[src/rtl/div_pkg.sv]
// Shared constants for the sequential divider and its multiplier sibling.
package div_pkg;

  localparam int unsigned DEFAULT_WIDTH = 4;

  typedef logic [1:0] state_t;

  localparam state_t IDLE = 2'd0;
  localparam state_t RUN  = 2'd1;
  localparam state_t FIX  = 2'd2;

  function automatic int unsigned cnt_width(input int unsigned w);
    return $clog2(w);
  endfunction

endpackage

[src/rtl/div_addsub.sv]
// Ripple add/subtract; sub=1 inverts the addend and injects a carry-in of one.
module div_addsub
  import div_pkg::*;
#(
  parameter int unsigned WIDTH = DEFAULT_WIDTH + 1
) (
  input  logic [WIDTH-1:0] a,
  input  logic [WIDTH-1:0] b,
  input  logic             sub,
  output logic [WIDTH-1:0] sum
);

  logic [WIDTH-1:0] bx;
  logic             cy;

  always_comb begin
    bx  = b ^ {WIDTH{sub}};
    sum = '0;
    cy  = sub;
    // Carry out of the top bit is dropped.
    for (int i = 0; i < WIDTH; i++) begin
      sum[i] = a[i] ^ bx[i] ^ cy;
      cy     = (a[i] & bx[i]) | (cy & (a[i] ^ bx[i]));
    end
  end

endmodule

[src/rtl/seq_divider.sv]
// Unsigned non-restoring divider: WIDTH shift/add-sub steps, then a remainder fix-up.
module seq_divider
  import div_pkg::*;
#(
  parameter int unsigned WIDTH = DEFAULT_WIDTH
) (
  input  logic             clk,
  input  logic             reset,
  input  logic             start,
  input  logic [WIDTH-1:0] dividend,
  input  logic [WIDTH-1:0] divisor,
  output logic             busy,
  output logic             done,
  output logic [WIDTH-1:0] quotient,
  output logic [WIDTH-1:0] remainder,
  output logic             div_by_zero
);

  localparam int unsigned CW = cnt_width(WIDTH);

  state_t           state_q, state_d;
  logic [WIDTH:0]   a_q, a_d;
  logic [WIDTH-1:0] q_q, q_d;
  logic [WIDTH-1:0] m_q, m_d;
  logic [CW-1:0]    count_q, count_d;
  logic             busy_q, busy_d;
  logic             done_q, done_d;
  logic             dbz_q, dbz_d;
  logic [WIDTH-1:0] quot_q, quot_d;
  logic [WIDTH-1:0] rem_q, rem_d;

  logic [WIDTH:0]   a_sh;
  logic [WIDTH:0]   op_a;
  logic             op_sub;
  logic [WIDTH:0]   as_sum;

  assign a_sh   = {a_q[WIDTH-1:0], q_q[WIDTH-1]};
  // FIX reuses the chain to add M back onto a negative remainder.
  assign op_a   = (state_q == FIX) ? a_q : a_sh;
  assign op_sub = (state_q == RUN) & ~a_q[WIDTH];

  div_addsub #(
    .WIDTH(WIDTH + 1)
  ) u_addsub (
    .a  (op_a),
    .b  ({1'b0, m_q}),
    .sub(op_sub),
    .sum(as_sum)
  );

  always_comb begin
    state_d = state_q;
    a_d     = a_q;
    q_d     = q_q;
    m_d     = m_q;
    count_d = count_q;
    busy_d  = busy_q;
    done_d  = 1'b0;
    dbz_d   = dbz_q;
    quot_d  = quot_q;
    rem_d   = rem_q;
    case (state_q)
      IDLE: begin
        if (start) begin
          if (divisor != '0) begin
            state_d = RUN;
            a_d     = '0;
            q_d     = dividend;
            m_d     = divisor;
            count_d = CW'(WIDTH - 1);
            busy_d  = 1'b1;
          end else begin
            quot_d = '1;
            rem_d  = dividend;
            dbz_d  = 1'b1;
            done_d = 1'b1;
          end
        end
      end
      RUN: begin
        a_d     = as_sum;
        q_d     = {q_q[WIDTH-2:0], ~as_sum[WIDTH]};
        count_d = count_q - CW'(1);
        if (count_q == '0) begin
          state_d = FIX;
        end
      end
      FIX: begin
        a_d     = a_q[WIDTH] ? as_sum : a_q;
        quot_d  = q_q;
        rem_d   = a_d[WIDTH-1:0];
        done_d  = 1'b1;
        dbz_d   = 1'b0;
        busy_d  = 1'b0;
        state_d = IDLE;
      end
      default: begin
        state_d = IDLE;
        busy_d  = 1'b0;
      end
    endcase
  end

  always_ff @(posedge clk or posedge reset) begin
    if (reset) begin
      state_q <= IDLE;
      a_q     <= '0;
      q_q     <= '0;
      m_q     <= '0;
      count_q <= '0;
      busy_q  <= 1'b0;
      done_q  <= 1'b0;
      dbz_q   <= 1'b0;
      quot_q  <= '0;
      rem_q   <= '0;
    end else begin
      state_q <= state_d;
      a_q     <= a_d;
      q_q     <= q_d;
      m_q     <= m_d;
      count_q <= count_d;
      busy_q  <= busy_d;
      done_q  <= done_d;
      dbz_q   <= dbz_d;
      quot_q  <= quot_d;
      rem_q   <= rem_d;
    end
  end

  assign busy        = busy_q;
  assign done        = done_q;
  assign quotient    = quot_q;
  assign remainder   = rem_q;
  assign div_by_zero = dbz_q;

endmodule

[config.mk]
export PLATFORM = sky130hd
export DESIGN_NAME = seq_divider
export DESIGN_NICKNAME = d
export VERILOG_FILES = /design/src/rtl/div_pkg.sv /design/src/rtl/div_addsub.sv /design/src/rtl/seq_divider.sv
export SDC_FILE = /design/constraint.sdc
export NUM_CORES = 1
export LEC_CHECK = 0
export CORE_MARGIN = 10
export CORE_UTILIZATION = 55
export DETAILED_ROUTE_END_ITERATION = 12
export HOLD_SLACK_MARGIN = 0.02
export PLACE_DENSITY = 0.8
export SYNTH_ARGS = -nofsm -noshare
export SYNTH_HDL_FRONTEND = slang
export SYNTH_SLANG_ARGS = --single-unit
[constraint.sdc]
create_clock -name clk -period 6.1 [get_ports clk]
set_input_delay 0.61 -clock clk [delete_from_list [all_inputs] [get_ports clk]]
set_output_delay 0.61 -clock clk [all_outputs]
set_load 0.01 [all_outputs]
==> out/metrics.cfg <==
[hold_path]
hold_depth = 1
min_to = quotient[1]
min-delay-start = quotient[1]
hold_path.class = reg2reg

[sta]
rsz0062_at_grt = no
final.setup.tns_ns = 0
worst_slack_ns = 2.492
hold_ws_ns = 0.5135
finalHoldViolCount = 0
worst_pin_slew_ns = 1.038
maxSlewViolCount = 0
fin_crit_sh_pct = 59.15
fin_skew_ns = 0.003497
setup_viol = 0
fmax_mhz = 277.1
relSlewSlack_pct = 30.72
period_minus_slack_ns = 3.608

[logic_synthesis]
yosys_warnings = 0
synth_edf_count = 0
mappedNetlistNets = 181
syn_area_mm2 = 0.001633
yosysSeqAreaShare_pct = 42.91
ys_ff_latch = 28
syn_inst = 162
yosysUniqueCellTypes = 41
synthArstFlopShare_pct = 100.0
synth-main-ff-cell = dfrtp_1
syn_area_per_cell_um2 = 10.08

[setup_path]
path_class = reg2reg
cp_slowest_cell = ha_1
r2r_end = remainder[3]
ff2ff_setup_slack_ns = 2.49
cp-start-kind = register
crit_path_end_kind = register
r2r-start = state_q[0]
critPathRequiredTime_ns = 6.34
critPathMostFrequentCell = fa_1
cp_cell_sequence = inv_1, ha_1, mux2_2, nand2_1, o21ai_0, fa_1, fa_1, inv_1, fa_1, nand2_1, o21ai_0, a221oi_1
crit_path_max_incr_delay_ns = 0.61
cp.arrival_ns = 3.85
critPathMaxFanout = 21
rr_worst_depth = 12

[route]
drc = 0
drt-total-wl_mm = 3.576
vias = 1271
avgViaCountPerCell = 6.081
final_antenna_net_count = 0
wire_per_inst_um = 17.11
firstDrtPassIters = 5
drt_iter0_drc = 129

[floorplan]
rows = 19
dieArea_mm2 = 0.005548
fp.dieH_um = 74.49
die_x_um = 74.49
design.portCount = 22
start_util_pct = 58.21
coreArea_mm2 = 0.002805

[grt]
grt_usage_pct = 13.88
grt_pass1_wl_mm = 6.168
grt_antenna_before_repair = 0
grt_overflow_total = 0
grt_pass1_vias = 1265
grt_max_degree = 29

[final_layout]
fillers = 207
diodes = 0
area_delta_synth_final_pct = 16.25
fin_cells = 209
drive_gt1_share_pct = 10.11
nets = 198

[clock_network]
post-cts-setup-buffers = 0
ctsHoldBuffers = 0
cts_buffer_depth = 2
clock_latency_ns = 0.33
clk_pin_slew_ns = 0.16
htreeDepth = 1
cts-root-buf = clkbuf_4
cts_tree = yes
cts.sink_count = 28
cts_resized = 0
cts-buffers-inserted = 3

[place]
dp_hpwl_mm = 2.725
place_congestion = 0.8399
portBuffers = 21
dp.cells = 205
dpl_worst_slack_ns = 2.519

[power]
ir_drop_mv = 0.2554
power.leakage_nw = 0.8270
total_power_mw = 0.9420
p_per_area_mw_per_mm2 = 496.3

[job]
maxCapViolCount = 0

[outcome]
outcome = finished, final reports clean

## final cells by class
class,count,area [µm²],area share (%)
multi-input combinational,114,854.6,45.02
timing repair buffer,21,210.2,11.07
inverter,11,41.29,2.175
tap,31,38.79,2.044
clock buffer,3,22.52,1.187
sequential,28,700.7,36.91
clock inverter,1,30.03,1.582
## cell usage in the layout, fill, tap and decap left out, types with 2 or more instances in the layout
cell type | netlist | layout
nor3_1 | 2 | 2
nand2_1 | 19 | 19
clkdlybuf4s50_1 | 0 | 21
clkbuf_4 | 0 | 3
nor2b_1 | 2 | 2
xnor2_1 | 4 | 4
xor2_1 | 2 | 2
o22ai_1 | 2 | 2
mux2i_1 | 5 | 5
a221oi_1 | 2 | 2
o21ai_0 | 11 | 11
nor2_1 | 9 | 9
fa_1 | 3 | 3
dfrtp_1 | 28 | 28
mux2_2 | 9 | 9
inv_1 | 11 | 11
nand3_1 | 2 | 2
a32o_1 | 3 | 3
a21oi_1 | 6 | 6
o22a_1 | 4 | 4
a22o_1 | 4 | 4
ha_1 | 5 | 5
a311oi_1 | 2 | 2
a211o_1 | 2 | 2
## per-stage QoR
step | area, µm² | utilization, %
floorplan | 1633 | -
global placement | 1846 | 65.79
detailed placement | 1846 | 65.79
CTS | 1898 | 67.66
global route | 1898 | 67.66
finish | 1898 | 67.66
## cell usage after synthesis (2+ instances only)
cell type  number  area [µm²]
buf_2           2       10.01
mux2i_1         5       50.05
nand3_1         2       10.01
a22o_1          4       35.03
nand2_1        19       71.32
inv_1          11       41.29
o22a_1          4       35.03
xor2_1          2       17.52
a311oi_1        2       17.52
a221oi_1        2       17.52
buf_1           2       7.510
fa_1            3       60.06
dfrtp_1        28       700.7
a21oi_1         6       30.03
nor2b_1         2       12.51
o21ai_0        11       55.05
xnor2_1         4       35.03
a211o_1         2       17.52
nor3_1          2       10.01
clkbuf_1        5       18.77
nor2_1          9       33.78
ha_1            5       62.56
mux2_2          9       101.4
o22ai_1         2       12.51
a32o_1          3       30.03
## layer usage
layer / global-route usage (%) / vias to the layer above / share of wire, %
li1: - / 612 / -
met3: 2.660 / 2 / 5.2
met4: 2.521 / 0 / 0.34
met5: 0 / - / 0
met2: 21.71 / 34 / 49
met1: 19.56 / 623 / 46
## worst max-delay path by stage
| stage | cells after the start | to | from | slack [ns] |
|---|---|---|---|---|
| after floorplan | 12 | remainder[3] | state_q[0] | 2.67 |
| after global placement | 12 | remainder[3] | state_q[0] | 2.69 |
| after detailed placement | 12 | remainder[3] | state_q[0] | 2.52 |
| after CTS | 12 | remainder[3] | state_q[0] | 2.52 |
| after global routing | 12 | remainder[3] | state_q[0] | 2.19 |
| final | 12 | remainder[3] | state_q[0] | 2.49 |
## sequential cells by signal, indices dropped and copies added (netlist names)
name,count
busy,1
div_by_zero,1
done,1
q_q,4
m_q,4
state_q,2
remainder,4
count_q,2
a_q,5
quotient,4
## kinds of logic after synthesis
kind of cell	Yosys count	share of synthesized area [%]
muxes	14	9.272
DFF	28	42.91
adders and majority gates	8	7.510
and+or+nand+nor	40	11.11
buffers and inverters	20	4.751
AOI/OAI and AO/OA	46	21.23
xor gates and xnor gates	6	3.218
## critical path, delay by kind of cell (launching register included)
family                   cells  cell delay [ns]
flip-flops                   1             0.44
buffers and inverters        2             0.18
AND/OR/NAND/NOR              2             0.14
AO/OA/AOI/OAI                3             0.53
multiplexers                 1             0.40
adder cells (fa/ha/maj)      4             1.80
## report_power, final
part           total (mW)  internal (mW)  switching (mW)
Sequential          0.316          0.258          0.0582
Combinational       0.501          0.237           0.264
Clock               0.125         0.0664          0.0581
Power figures use the tool's default switching activity.
